### config.mk
export PLATFORM = sky130hd
export DESIGN_NAME = mem_port_arbiter
export DESIGN_NICKNAME = d
export VERILOG_FILES = /design/src/rtl/mem_port_arbiter_pkg.sv /design/src/rtl/mem_port_arbiter_pick.sv /design/src/rtl/mem_port_arbiter.sv
export SDC_FILE = /design/constraint.sdc
export NUM_CORES = 1
export LEC_CHECK = 0
export BUFFER_PORTS_ARGS = -buffer_cell sky130_fd_sc_hd__buf_4
export CORE_AREA = 2 2 214 216
export CTS_CLUSTER_DIAMETER = 40
export DETAILED_ROUTE_END_ITERATION = 8
export DIE_AREA = 0 0 216 218
export GPL_ROUTABILITY_DRIVEN = 0
export GPL_TIMING_DRIVEN = 0
export PLACE_DENSITY_LB_ADDON = 0.15
export SYNTH_ARGS = -nofsm -noshare
export SYNTH_HDL_FRONTEND = slang
export SYNTH_SLANG_ARGS = --single-unit
### constraint.sdc
create_clock -name clk_i -period 6 [get_ports clk_i]
set_input_delay 0.9 -clock clk_i [delete_from_list [all_inputs] [get_ports clk_i]]
set_output_delay 0.9 -clock clk_i [all_outputs]
set_load 0.005 [all_outputs]
### src/rtl/mem_port_arbiter_pkg.sv
// Shared types for the cache-to-memory request arbiter.
// State codes, response ID layout and requester port indices.
package mem_port_arbiter_pkg;
   localparam int TID_W  = 2;
   localparam int PORT_W = 2;

   typedef logic [1:0] mem_arb_state_e;
   localparam mem_arb_state_e IDLE    = 2'd0;
   localparam mem_arb_state_e ISSUE   = 2'd1;
   localparam mem_arb_state_e DRAIN   = 2'd2;
   localparam mem_arb_state_e NI_WAIT = 2'd3;

   localparam logic [PORT_W-1:0] PTW    = 2'd0;
   localparam logic [PORT_W-1:0] DCACHE = 2'd1;
   localparam logic [PORT_W-1:0] ICACHE = 2'd2;

   typedef struct packed {
      logic [PORT_W-1:0] port;
      logic [TID_W-1:0]  tid;
   } mem_arb_id_t;
endpackage

### src/rtl/mem_port_arbiter_pick.sv
// Round-robin pick: first set bit of mask at or after ptr.
// Purely combinational; ptr is assumed to be below N.
module rr_arb_pick
   import mem_port_arbiter_pkg::*;
#(
   parameter int N  = 3,
   parameter int PW = 2
) (
   input  logic [N-1:0]  mask,
   input  logic [PW-1:0] ptr,
   output logic          valid,
   output logic [PW-1:0] idx
);
   always_comb begin
      int j;
      valid = 1'b0;
      idx   = '0;
      j     = 0;
      for (int k = 0; k < N; k++) begin
         j = (int'(ptr) + k) % N;
         if (!valid && mask[j]) begin
            valid = 1'b1;
            idx   = PW'(j);
         end
      end
   end
endmodule

### src/rtl/mem_port_arbiter.sv
// Round-robin arbiter for the shared cache-to-memory request channel,
// with outstanding/store caps and non-idempotent access serialization.
module mem_port_arbiter
   import mem_port_arbiter_pkg::*;
#(
   parameter int NrPorts              = 3,
   parameter int AddrWidth            = 64,
   parameter int DataWidth            = 64,
   parameter int TidWidth             = 2,
   parameter int MaxOutstanding       = 8,
   parameter int MaxOutstandingStores = 7
) (
   input  logic                                clk_i,
   input  logic                                rst_i,
   input  logic [NrPorts-1:0]                  req_valid_i,
   output logic [NrPorts-1:0]                  req_ready_o,
   input  logic [NrPorts*AddrWidth-1:0]        req_addr_i,
   input  logic [NrPorts*DataWidth-1:0]        req_wdata_i,
   input  logic [NrPorts-1:0]                  req_we_i,
   input  logic [NrPorts-1:0]                  req_nonidem_i,
   input  logic [NrPorts*TidWidth-1:0]         req_tid_i,
   output logic                                mem_req_valid_o,
   input  logic                                mem_req_ready_i,
   output logic [AddrWidth-1:0]                mem_req_addr_o,
   output logic [DataWidth-1:0]                mem_req_wdata_o,
   output logic                                mem_req_we_o,
   output logic [$clog2(NrPorts)+TidWidth-1:0] mem_req_id_o,
   input  logic                                mem_rsp_valid_i,
   input  logic [$clog2(NrPorts)+TidWidth-1:0] mem_rsp_id_i,
   output logic [NrPorts-1:0]                  mem_rsp_valid_o,
   output logic [TidWidth-1:0]                 mem_rsp_tid_o,
   output logic                                err_o
);
   localparam int PortW = $clog2(NrPorts);
   localparam int IdW   = PortW + TidWidth;
   localparam int NrIds = NrPorts << TidWidth;
   localparam int CntW  = $clog2(MaxOutstanding + 1);

   mem_arb_state_e     state;
   logic [PortW-1:0]   rr_ptr;
   logic               ni_flag;
   logic [CntW-1:0]    total;
   logic [CntW-1:0]    stores;
   logic [NrIds-1:0]   we_tab;

   logic [NrPorts-1:0] elig;
   logic [NrPorts-1:0] ni_elig;
   logic               any_valid;
   logic [PortW-1:0]   any_idx;
   logic               ni_valid;
   logic [PortW-1:0]   ni_idx;
   logic               cap;
   logic               cap_ni;
   logic [PortW-1:0]   cap_idx;
   logic [PortW-1:0]   rsp_port;
   logic               port_ok;
   logic               rsp_ok;
   logic               rsp_st;
   logic               issue;

   always_comb begin
      elig    = '0;
      ni_elig = '0;
      for (int i = 0; i < NrPorts; i++) begin
         elig[i] = req_valid_i[i]
                 && (total < CntW'(MaxOutstanding))
                 && (!req_we_i[i]
                     || stores < CntW'(MaxOutstandingStores));
         ni_elig[i] = elig[i] && req_nonidem_i[i];
      end
   end

   rr_arb_pick #(.N(NrPorts), .PW(PortW)) u_pick_any (
      .mask (elig),
      .ptr  (rr_ptr),
      .valid(any_valid),
      .idx  (any_idx)
   );

   rr_arb_pick #(.N(NrPorts), .PW(PortW)) u_pick_ni (
      .mask (ni_elig),
      .ptr  (rr_ptr),
      .valid(ni_valid),
      .idx  (ni_idx)
   );

   // A nonidem pick in IDLE only captures once nothing is in flight
   always_comb begin
      cap     = 1'b0;
      cap_ni  = 1'b0;
      cap_idx = any_idx;
      unique case (state)
         IDLE: begin
            if (any_valid && !req_nonidem_i[any_idx]) begin
               cap = 1'b1;
            end else if (any_valid && total == '0) begin
               cap    = 1'b1;
               cap_ni = 1'b1;
            end
         end
         DRAIN: begin
            if (total == '0 && ni_valid) begin
               cap     = 1'b1;
               cap_ni  = 1'b1;
               cap_idx = ni_idx;
            end
         end
         default: ;
      endcase
      if (rst_i) cap = 1'b0;
   end

   always_comb begin
      req_ready_o = '0;
      for (int i = 0; i < NrPorts; i++) begin
         req_ready_o[i] = cap && (cap_idx == PortW'(i));
      end
   end

   assign rsp_port = mem_rsp_id_i[IdW-1:TidWidth];
   assign port_ok  = int'(rsp_port) < NrPorts;
   assign rsp_ok   = mem_rsp_valid_i && port_ok && total != '0;
   assign rsp_st   = rsp_ok && we_tab[mem_rsp_id_i] && stores != '0;
   assign issue    = (state == ISSUE) && mem_req_ready_i;

   always_comb begin
      mem_rsp_valid_o = '0;
      for (int i = 0; i < NrPorts; i++) begin
         mem_rsp_valid_o[i] = !rst_i && mem_rsp_valid_i
                            && (rsp_port == PortW'(i));
      end
   end

   assign mem_rsp_tid_o = rst_i ? '0 : mem_rsp_id_i[TidWidth-1:0];

   always_ff @(posedge clk_i) begin
      if (rst_i) begin
         state           <= IDLE;
         rr_ptr          <= '0;
         ni_flag         <= 1'b0;
         total           <= '0;
         stores          <= '0;
         we_tab          <= '0;
         err_o           <= 1'b0;
         mem_req_valid_o <= 1'b0;
         mem_req_addr_o  <= '0;
         mem_req_wdata_o <= '0;
         mem_req_we_o    <= 1'b0;
         mem_req_id_o    <= '0;
      end else begin
         total  <= total + CntW'(issue) - CntW'(rsp_ok);
         stores <= stores + CntW'(issue && mem_req_we_o)
                 - CntW'(rsp_st);
         if (mem_rsp_valid_i && (!port_ok || total == '0)) err_o <= 1'b1;
         if (issue) we_tab[mem_req_id_o] <= mem_req_we_o;
         if (cap) begin
            state           <= ISSUE;
            ni_flag         <= cap_ni;
            mem_req_valid_o <= 1'b1;
            mem_req_addr_o  <= req_addr_i[cap_idx*AddrWidth +: AddrWidth];
            mem_req_wdata_o <= req_wdata_i[cap_idx*DataWidth +: DataWidth];
            mem_req_we_o    <= req_we_i[cap_idx];
            mem_req_id_o    <= {cap_idx,
                                req_tid_i[cap_idx*TidWidth +: TidWidth]};
            rr_ptr <= (int'(cap_idx) == NrPorts - 1) ? '0
                                                     : cap_idx + 1'b1;
         end else begin
            case (state)
               IDLE: begin
                  if (any_valid && req_nonidem_i[any_idx] && total != '0)
                     state <= DRAIN;
               end
               DRAIN: begin
                  if (total == '0 && !ni_valid) state <= IDLE;
               end
               ISSUE: begin
                  if (mem_req_ready_i) begin
                     mem_req_valid_o <= 1'b0;
                     state <= ni_flag ? NI_WAIT : IDLE;
                  end
               end
               NI_WAIT: begin
                  if (total == '0) state <= IDLE;
               end
               default: state <= IDLE;
            endcase
         end
      end
   end
endmodule

==> metrics.txt, run 1 <==
run status=completed; Final Cell Area=roughly 15000 um^2; clk_lat worst skew=around 460 ps; max frequency=roughly 210 MHz; type of origin of the critical path=register; Max-slew headroom=0.444; Die Area=approximately 47000 um^2; DRT iter0 DRCs=approximately 270; NumNets Final=around 2000; number of flops mapped to enable cells by yosys=0; Core ar.=around 45000 um^2; CTS buffer count=17; CP delay by family, top=buffers and inverters; P per Cell Area=slightly above 400 nW/um^2; clock sinks=160; Min Hold Slack=around 460 ps; DRT Pass-1 Iters=4; reg2reg setup slack=2260 ps; io pins=550; Mapped Area=9230 um^2; WP depth=11; post-synthesis area per instance=just over 9 um^2; hold path depth=2; GRT Total Usage=0.182; Post-Route WL=roughly 44000 um; Max Cap Violations=0; worst slew pin tran=834 ps; initial antenna violation count=4; WL per Instance=20.3 um; total gr overflow=0; post-synthesis cell type count=66; PostCTS Resize Cnt=0; setup TNS=0 ps; Final Slew Violations=0; htree depth=4; row count=around 80; Lkg Pwr=6.72 nW; Slowest-stage cell, CP=clkbuf_1; Critical Path RT=roughly 5100 ps; clk root buf=clkbuf_16; Die Ht=roughly 220 um; Seq pwr share=0.243; post-synthesis xor/xnor area fraction=0.00379; Clock power frac=0.175; Synth Area in Simple Gates=0.125; DRT antenna net count=0; dpl hpwl=between 30000 and 40000 um; Port Buf Inserts=roughly 550; Period minus WS final=~4700 ps; synth top area cells=dfxtp_1 (35%), o221ai_2 (15%), mux2i_1 (13%); Total Power=~6.1 mW; Synth Area in Adders=0.0230; Vias/cell=4.34; crit path buf inv count=5; RSZ-0062 raised after global routing=no; clk slew on worst S/H paths=approximately 70 ps; Syn. warnings=0; Cell Int Power=around 3.5 mW; Residual DRC=0; Seq/Total Area, Yosys=0.347; main flop type after synthesis=dfxtp_1; Final Cycle Share=0.786; post-CTS setup buffers=0; Die X=216 um; Peak VDD IR=172 uV; share of cells above drive strength 1=0.457; Psw=~2.6 mW; Post-Syn Instances=approximately 1000; crit-path cells=inv_1 > ha_1 > buf_2 > maj3_1 > nor4_1 > o311a_1 > nand4b_1 > o32ai_1 > buf_2 > clkbuf_1 > buf_4; Yosys reg bits=160; CTS max path bufs=2; Fin. Hold Viols=0; Max Clock Skew=around 13 ps; number of global-route vias before repair=around 9600; switching share of power=0.432; Cell Area, Placed=between 10000 and 15000 um^2; Setup CP Type=reg -> out; global-route wire length before repair=roughly 62000 um; post-synthesis mux area share=0.138; combinational fraction of design power=0.582; Critical Path Fanout Max=10; asr flop ratio synth=0; via count=9460; cts-stage hold buffer count=0; largest family of logic cells by synthesized area=compound AO/OA/AOI/OAI gates; Final setup viols=0; largest net degree at the start of global routing=17; post-synthesis compound-gate area fraction=0.255; Starting Density=0.206; Critical Path AT=between 3000 and 4000 ps; FF-to-FF path depth=11; CTS tree=built; cell mode on critical path=buf_2; kind of end point of the critical path=primary output; Yosys top cell area share=0.347; delay of the slowest critical-path stage=around 640 ps; synthesized net count=1419; area grow syn2layout=58.7%; area leader, netlist=dfxtp_1; HP Class=reg -> reg
==> logic make-up after synthesis <==
logic type	count (synthesis)
DFF	160
buffers and inverters	226
muxes	123
AOI/OAI and AO/OA	216
xor gates and xnor gates	4
and+or+nand+nor	252
adders and majority gates	16
==> through the flow <==
stage / setup slack, ps / instances / utilization
final: 1280 / 2180 / 0.326
after global routing: 958 / 2180 / 0.326
after CTS: 1090 / 2177 / 0.326
after detailed placement: 1270 / 2146 / 0.314
after global placement: 1260 / 2146 / 0.314
after floorplan: 2290 / 997 / -
==> cell usage in the layout, fill, tap and decap left out, types with 15 or more instances in the layout <==
| cell | instances |
|---|---|
| buf_4 | 550 |
| dfxtp_1 | 160 |
| inv_1 | 157 |
| nand2_1 | 148 |
| mux2i_1 | 119 |
| o221ai_2 | 90 |
| nand3_1 | 32 |
| clkbuf_1 | 30 |
| a21oi_1 | 27 |
| o221ai_1 | 26 |
| buf_2 | 22 |
| nor2_1 | 21 |
| nand2b_1 | 17 |
| o211ai_1 | 17 |
| clkbuf_16 | 17 |
| buf_6 | 16 |
| a32o_1 | 15 |
==> worst reg2reg max path, cell delays in order, from the launching register on <==
cell and delay, ps:
dfxtp_1 370, inv_1 80, ha_1 210, a31oi_1 340, o21ai_1 200, a2111oi_4 490, and2_1 270, a211o_1 170
a211o_1 170, clkbuf_1 640, buf_2 530, o221ai_2 160
==> synthesized netlist by cell type, types with 3 or more instances <==
cell and instances:
buf_6 16, nand3_1 32, a211oi_1 4, nand2b_1 17, nor3b_1 3, a21o_1 6
inv_1 157, and2_1 4, a21oi_1 27, buf_2 22, o211ai_1 17, mux2i_1 119
nor3_1 7, ha_1 13, clkbuf_1 27, nor2_1 21, a32o_1 15, nand2_1 148
o221ai_2 90, o22ai_1 3, nor2b_1 6, o221ai_1 26, dfxtp_1 160, mux4_2 3
==> power by group through the flow <==
stage	Clock (mW)	Sequential, mW	Combinational, mW
after global routing	1.15	1.51	3.87
after global placement	0	1.50	3.61
after CTS	1.10	1.48	3.64
after detailed placement	0	1.50	3.63
after floorplan	0	1.49	2.25
final	1.07	1.48	3.55
==> per-layer routing <==
metal | up-vias | GRT usage | share of wire
li1 | 4685 | - | -
met1 | 4427 | 0.206 | 0.39
met2 | 300 | 0.321 | 0.52
met3 | 46 | 0.0601 | 0.070
met4 | 2 | 0.0603 | 0.024
met5 | - | 0 | 0.00018
==> worst paths after layout <==
check                                             from                               to
worst min-delay path            we_tab[0]$_SDFFE_PP0P_           we_tab[0]$_SDFFE_PP0P_
worst max-delay path            rr_ptr[0]$_SDFFE_PP0P_                   req_ready_o[2]
worst min register to register  we_tab[0]$_SDFFE_PP0P_           we_tab[0]$_SDFFE_PP0P_
worst max register to register    stores[3]$_SDFF_PP0_  mem_req_addr_o[58]$_SDFFE_PP0P_
==> flip-flops by register name (all words and copies together), names as in the netlist <==
name,cells
mem_req_addr_o,64
stores,4
ni_flag,1
total,4
state,2
rr_ptr,2
mem_req_id_o,4
we_tab,12
err_o,1
mem_req_wdata_o,64
mem_req_valid_o,1
mem_req_we_o,1
==> area by class of cell <==
| class | count | area (um^2) |
|---|---|---|
| Timing Repair Buffer | 549 | 4120 |
| Sequential cell | 160 | 3200 |
| Clock inverter | 10 | 90.1 |
| Clock buffer | 21 | 450 |
| Antenna cell | 3 | 7.51 |
| Tap cell | 600 | 751 |
| Buffer | 69 | 412 |
| Inverter | 157 | 589 |
| Fill cell | 4863 | 30200 |
| Multi-Input combinational cell | 611 | 5030 |
Note: power is estimated with default switching activity, not from simulation.
==> run 2: changes to the inputs <==
==> constraint.sdc (replaced) <==
create_clock -name clk_i -period 3.8 [get_ports clk_i]
set_input_delay 0.57 -clock clk_i [delete_from_list [all_inputs] [get_ports clk_i]]
set_output_delay 0.57 -clock clk_i [all_outputs]
set_load 0.005 [all_outputs]
==> run 2 against run 1 <==
  * Register-to-register slack got worse by 1900 ps
  * Clock power increased by 57%
  * Via count increased by 0.79%
  * Setup slack got worse by 1100 ps
  * Critical path depth unchanged
  * Sequential power increased by 59%
  * Die area unchanged
  * First-iteration DRC count increased by 31%
  * Routed wire length increased by 1.1%
  * Core utilization increased by 0.71 points
  * Hold slack got worse by 160 ps
  * Power increased by 62%
  * Critical path type unchanged
  * Critical endpoint is now req_ready_o[0]
  * Largest power group unchanged
==> metrics.txt, run 2 (synthesis gave the netlist of run 1 again) <==
Top Registers=mem_req_addr_o (64), mem_req_wdata_o (64), we_tab (12) (unchanged); DRT Pass-1 Iters=4 (unchanged); Vias/cell=4.36 (was 4.34); global-route wire length before repair=62900 um (was 62400 um); crit-path cells=inv_1 > ha_4 > maj3_2 > nor4_4 > o311ai_4 > a41oi_4 > o21bai_1 > or3_4 > buf_6 > nor2_1 > buf_4 (was inv_1 > ha_1 > buf_2 > maj3_1 > nor4_1 > o311a_1 > nand4b_1 > o32ai_1 > buf_2 > clkbuf_1 > buf_4); NumNets Final=1996 (was 1987); clk slew on worst S/H paths=70 ps (about the same); row count=78 (unchanged); Die Ht=218 um (unchanged); clk_lat worst skew=470 ps (was 460 ps); Max Cap Violations=0 (unchanged); combinational fraction of design power=0.593 (was 0.582); RSZ-0062 raised after global routing=no (unchanged); CTS buffer count=17 (unchanged); Final Cycle Share=0.964; commonest non-fill, non-tap cell in the layout=buf_4 (unchanged); Critical Path Fanout Max=10 (unchanged); Slowest-stage cell, CP=or3_4 (was clkbuf_1); Critical Path AT=3090 ps (was 3820 ps); number of global-route vias before repair=9691 (was 9597); Lkg Pwr=6.83 nW (was 6.72 nW); switching share of power=0.431 (was 0.432); type of origin of the critical path=register (unchanged); Final Cell Area=15000 um^2 (was 14700 um^2); Max Clock Skew=16.0 ps (was 13.1 ps); DRT antenna net count=0 (unchanged); Cell Area, Placed=14100 um^2 (unchanged); Critical Path RT=3230 ps (was 5100 ps); DRT iter0 DRCs=357 (was 273); Die Area=47100 um^2 (unchanged); HP Class=in -> reg (was reg -> reg); GRT Total Usage=0.183 (was 0.182); clk root buf=clkbuf_16 (unchanged); htree depth=4 (unchanged); CTS tree=built (unchanged); worst slew pin tran=802 ps (was 834 ps); Fin. Hold Viols=0 (unchanged); Final Slew Violations=0 (unchanged); Core ar.=44900 um^2 (unchanged); dpl hpwl=36300 um (unchanged); Setup CP Type=reg -> out (unchanged); P per Cell Area=661 nW/um^2 (was 416 nW/um^2); clock sinks=160 (unchanged); Die X=216 um (unchanged); max frequency=between 200 and 300 MHz; area grow syn2layout=62.1% (was 58.7%); Residual DRC=0 (unchanged); delay of the slowest critical-path stage=400 ps (was 640 ps); Seq pwr share=0.237 (was 0.243); Setup WS pre-CTS=-267 ps (was 1270 ps); Max-slew headroom=0.461 (was 0.444); Starting Density=0.206 (unchanged); kind of end point of the critical path=primary output (unchanged); largest net degree at the start of global routing=20 (was 17); Post-Route WL=44700 um (was 44200 um); most frequent cells in the layout=buf_4 (564), dfxtp_1 (158), inv_1 (156), nand2_1 (148), mux2i_1 (118) (was buf_4 (550), dfxtp_1 (160), inv_1 (157), nand2_1 (148), mux2i_1 (119)); WL per Instance=20.4 um (was 20.3 um); via count=9535 (was 9460); Final setup viols=0 (unchanged); Layout fillers=4838 (was 4863); Period minus WS final=about 3700 ps; fin util=0.334 (was 0.326); io pins=550 (unchanged); Port Buf Inserts=549 (unchanged); Setup WS post-layout=138 ps (was 1280 ps); total gr overflow=0 (unchanged); share of cells above drive strength 1=0.480 (was 0.457); Cell Int Power=5.63 mW (was 3.46 mW); Psw=4.26 mW (was 2.63 mW); run status=completed (unchanged); Peak VDD IR=271 uV (was 172 uV); cts-stage hold buffer count=0 (unchanged); CTS max path bufs=2 (unchanged); Clock power frac=0.170 (was 0.175); initial antenna violation count=4 (unchanged)
-- run 2: changes by cell type in the layout (fill, tap and decap cells not counted), moves of 4 or more --
cell / delta
a21oi_1: -4
clkbuf_1: -6
buf_4: +14
buf_2: -4
-- run 2: final timing paths --
kind,start,endpoint,slack [ps],depth (start not counted)
worst max-delay path,rr_ptr[0]$_SDFFE_PP0P_,req_ready_o[0],140,11
worst min-delay path,req_addr_i[144],mem_req_addr_o[16]$_SDFFE_PP0P_,300,3
worst max register to register,rr_ptr[0]$_SDFFE_PP0P_,mem_req_wdata_o[55]$_SDFFE_PP0P_,380,14
worst min register to register,we_tab[0]$_SDFFE_PP0P_,we_tab[0]$_SDFFE_PP0P_,460,2
-- run 2: power groups by stage --
| stage | registers [mW] | logic, mW | clock network (mW) |
|---|---|---|---|
| finish | 2.35 | 5.86 | 1.68 |
| global route | 2.40 | 6.36 | 1.81 |
| CTS | 2.34 | 5.93 | 1.74 |
| floorplan | 2.36 | 3.56 | 0 |
| global placement | 2.36 | 5.70 | 0 |
| detailed placement | 2.37 | 5.74 | 0 |
-- run 2: worst max-delay path, delay by kind of cell, from the launching register on --
family                     cells  cell delay [ps]
adders and majority gates      2              630
buffers and inverters          3              380
AOI/OAI and AO/OA              3              460
DFF                            1              340
and+or+nand+nor                3              810
-- run 2: per-layer routing --
layer,global-route usage,wire (um),up-vias
met1,0.206,17500,4482
met2,0.326,23200,301
met4,0.0603,1090,2
met3,0.0603,2900,44
met5,0,8,-
li1,-,-,4706
-- run 2: final cells by class --
class | count | area, um^2 | share of cell area
flip-flops and latches | 160 | 3210 | 0.214
inverters | 157 | 589 | 0.0394
plain buffers | 64 | 420 | 0.0281
repair buffers | 563 | 4230 | 0.283
clock inverters | 10 | 90.1 | 0.00602
well taps | 600 | 751 | 0.0501
diodes | 3 | 7.51 | 0.000501
multi-input cells | 611 | 5230 | 0.349
clock buffers | 21 | 450 | 0.0301
-- run 2: timing repair --
| item | 4_1_cts | 5_1_grt |
|---|---|---|
| buffers inserted | 10 | 4 |
| endpoints found under the hold margin | 0 | 0 |
| gates cloned | 0 | 0 |
| pin swaps | 7 | 8 |
| gates resized for setup | 37 | 19 |
| setup endpoints to repair | 48 | 2 |
-- run 2: through the flow --
stage	hold slack [ps]	power, mW	instances	TNS (ps)
3_3_place_gp	447	8.06	2146	-1070
5_1_grt	284	10.6	2189	0
2_1_floorplan	433	5.92	997	0
6_report	300	9.89	2189	0
3_5_place_dp	449	8.11	2146	-1540
4_1_cts	269	10.0	2183	0
==> run 3: changes to the inputs <==
--- a/config.mk
+++ b/config.mk
@@ -5,11 +5,12 @@
 export SDC_FILE = /design/constraint.sdc
 export NUM_CORES = 1
 export LEC_CHECK = 0
+export ABC_AREA = 1
 export BUFFER_PORTS_ARGS = -buffer_cell sky130_fd_sc_hd__buf_4
-export CORE_AREA = 2 2 214 216
+export CORE_AREA = 2 2 217 219
 export CTS_CLUSTER_DIAMETER = 40
 export DETAILED_ROUTE_END_ITERATION = 8
-export DIE_AREA = 0 0 216 218
+export DIE_AREA = 0 0 219 221
 export GPL_ROUTABILITY_DRIVEN = 0
 export GPL_TIMING_DRIVEN = 0
 export PLACE_DENSITY_LB_ADDON = 0.15
==> constraint.sdc (replaced) <==
create_clock -name clk_i -period 4.5 [get_ports clk_i]
set_input_delay 0.675 -clock clk_i [delete_from_list [all_inputs] [get_ports clk_i]]
set_output_delay 0.675 -clock clk_i [all_outputs]
set_load 0.005 [all_outputs]
==> run 3 against run 2 <==
  * Synthesized cell count rose by 69%
  * Hold slack improved by 120 ps
  * Via count rose by 33%
  * Sequential share of layout area fell by 0.76 points
  * Clock power barely moved
  * Clock-buffer cell count fell by 2
  * Die area rose by 2.8%
  * Sequential cell count did not move
  * Largest power group unchanged
  * Combinational power rose by 65%
==> metrics.txt, run 3 <==
Critical Path Fanout Max=10 (unchanged); GRT Total Usage=0.200 (was 0.183); sequential cell area=3200 um^2 (was 3210 um^2); Setup CP Type=reg -> out (unchanged); Seq/Total Area, Yosys=0.322 (was 0.347); clk_lat worst skew=450 ps (was 470 ps); Critical Path RT=3830 ps (was 3230 ps); via count=12700 (was 9535); synthesized net count=2110 (was 1419); Period minus WS final=between 4000 and 5000 ps; clk slew on worst S/H paths=70 ps (about the same); Max-slew headroom=0.547 (was 0.461); Die X=219 um (was 216 um); Post-Syn Instances=1688 (was 997); largest net degree at the start of global routing=17 (was 20); Max Clock Skew=9.71 ps (was 16.0 ps); max frequency=about 240 MHz; Lkg Pwr=8.13 nW (was 6.83 nW); Yosys top cell area share=0.322 (was 0.347); worst slew pin tran=679 ps (was 802 ps); Total Power=13.5 mW (was 9.89 mW); NumNets Final=2680 (was 1996); Vias/cell=4.41 (was 4.36); clk root buf=clkbuf_16 (unchanged); total gr overflow=0 (unchanged); Top Registers=mem_req_addr_o (64), mem_req_wdata_o (64), we_tab (12) (unchanged); Final Cell Area=15500 um^2 (was 15000 um^2); fin util=0.337 (was 0.334); Residual DRC=0 (unchanged); DRT iter0 DRCs=599 (was 357); Critical Path AT=3450 ps (was 3090 ps); DRT Pass-1 Iters=6 (was 4); area leader, netlist=dfxtp_1 (unchanged); Final Cycle Share=0.917; row count=79 (was 78); Syn. warnings=0 (unchanged); main flop type after synthesis=dfxtp_1 (unchanged); number of flops mapped to enable cells by yosys=0 (unchanged); Mapped Area=9940 um^2 (was 9230 um^2); Layout fillers=5240 (was 4838); most frequent cells in the layout=nand2_1 (582), buf_4 (572), nand3_1 (236), inv_1 (189), nor2_1 (168) (was buf_4 (564), dfxtp_1 (158), inv_1 (156), nand2_1 (148), mux2i_1 (118)); synth top area cells=dfxtp_1 (32%), nand2_1 (22%), nand3_1 (12%) (was dfxtp_1 (35%), o221ai_2 (15%), mux2i_1 (13%)); P per Cell Area=870 nW/um^2 (was 661 nW/um^2); initial antenna violation count=0 (was 4); Final setup viols=0 (unchanged); Commonest cells post-synth=nand2_1 (583), nand3_1 (236), inv_1 (189), nor2_1 (168), dfxtp_1 (160) (was dfxtp_1 (160), inv_1 (157), nand2_1 (148), mux2i_1 (119), o221ai_2 (90)); Core ar.=46100 um^2 (was 44900 um^2); Yosys reg bits=160 (unchanged); area occupied by multi-input gates=5440 um^2 (was 5230 um^2); share of cells above drive strength 1=0.297 (was 0.480); Die Ht=221 um (was 218 um); post-synthesis area per instance=5.89 um^2 (was 9.26 um^2); DRT antenna net count=0 (unchanged); dpl hpwl=41100 um (was 36300 um); Peak VDD IR=397 uV (was 271 uV); Post-Route WL=49800 um (was 44700 um); Min Hold Slack=415 ps (was 300 ps); io pins=550 (unchanged); run status=completed (unchanged); asr flop ratio synth=0 (unchanged); CTS buffer count=17 (unchanged); post-synthesis cell type count=30 (was 66); clock sinks=160 (unchanged); setup TNS=0 ps (unchanged); type of origin of the critical path=register (unchanged); HP Class=in -> reg (unchanged); CTS tree=built (unchanged); Starting Density=0.216 (was 0.206); WL per Instance=17.3 um (was 20.4 um); number of global-route vias before repair=12200 (was 9691); cell with the most instances after synthesis=nand2_1 (was dfxtp_1); area grow syn2layout=56.1% (was 62.1%); Final Slew Violations=0 (unchanged); CTS max path bufs=2 (unchanged); htree depth=4 (unchanged); Die Area=48400 um^2 (was 47100 um^2); Fin. Hold Viols=0 (unchanged); kind of end point of the critical path=primary output (unchanged); commonest non-fill, non-tap cell in the layout=nand2_1 (was buf_4); Cell Area, Placed=14800 um^2 (was 14100 um^2); Port Buf Inserts=548 (was 549); # diodes=0 (was 3); Max Cap Violations=0 (unchanged); global-route wire length before repair=73100 um (was 62900 um)
==> run 3: cell type report <==
class / count / area share
Sequential cell: 160 / 0.206
Clock inverter: 13 / 0.0144
Clock buffer: 19 / 0.0286
Multi-Input combinational cell: 1227 / 0.351
Tap cell: 607 / 0.0490
Timing Repair Buffer: 551 / 0.267
Inverter: 198 / 0.0479
Buffer: 103 / 0.0361
==> run 3: critical path, cell delays in order, from the launching register on <==
cell and delay, ps:
dfxtp_1 330, inv_1 60, ha_1 260, buf_2 190, inv_1 130, nand3_1 120
nand3_1 80, nand2_1 130, nand2_1 80, inv_2 60, nand3_1 80, nand2_1 140
nand2_4 120, nand2_2 220, inv_2 90, buf_4 190, buf_2 200, nor2_1 200
nand2_1 110, inv_1 80, buf_4 120
==> run 3: through the flow <==
stage	cells	worst slack, ps
after CTS	2876	13.7
after detailed placement	2843	198
after floorplan	1688	1520
after global routing	2878	-3.03
final	2878	375
after global placement	2843	226
==> run 3: worst paths after layout <==
path / cells past startpoint / endpoint / startpoint / slack, ps
worst max register to register: 17 / mem_req_wdata_o[57]$_SDFFE_PP0P_ / rr_ptr[0]$_SDFFE_PP0P_ / 1200
worst min register to register: 2 / mem_req_addr_o[11]$_SDFFE_PP0P_ / mem_req_addr_o[11]$_SDFFE_PP0P_ / 460
worst min-delay path: 3 / mem_req_addr_o[17]$_SDFFE_PP0P_ / req_addr_i[145] / 420
worst max-delay path: 20 / req_ready_o[0] / rr_ptr[0]$_SDFFE_PP0P_ / 370
==> run 3: cell families (layout without fill, tap and decap cells) <==
family / Yosys count / after routing / synth area share
buffers and inverters: 301 / 884 / 0.131
adders and majority gates: 15 / 15 / 0.0204
DFF: 160 / 160 / 0.322
and+or+nand+nor: 1018 / 1018 / 0.423
xor gates and xnor gates: 2 / 2 / 0.00176
AOI/OAI and AO/OA: 192 / 192 / 0.101
==> run 3: what timing repair did <==
item	4_1_cts	5_1_grt
pin swaps	1	1
hold buffers	0	0
endpoints found under the setup margin	2	2
gates resized for setup	0	3
buffers inserted	1	2
==> run 3: routing by layer <==
| layer | global-route usage | share of wire | vias to the layer above |
|---|---|---|---|
| li1 | - | - | 6428 |
| met3 | 0.0440 | 0.052 | 35 |
| met5 | 0 | 0 | - |
| met4 | 0.0490 | 0.017 | 0 |
| met2 | 0.349 | 0.50 | 300 |
| met1 | 0.248 | 0.43 | 5941 |
==> run 3: power by group <==
part / internal [mW] / switching (mW) / leakage (nW)
Combinational: 3.40 / 6.24 / 6.50
Sequential: 1.91 / 0.264 / 1.31
Clock: 1.01 / 0.678 / 0.323
Total: 6.32 / 7.18 / 8.13
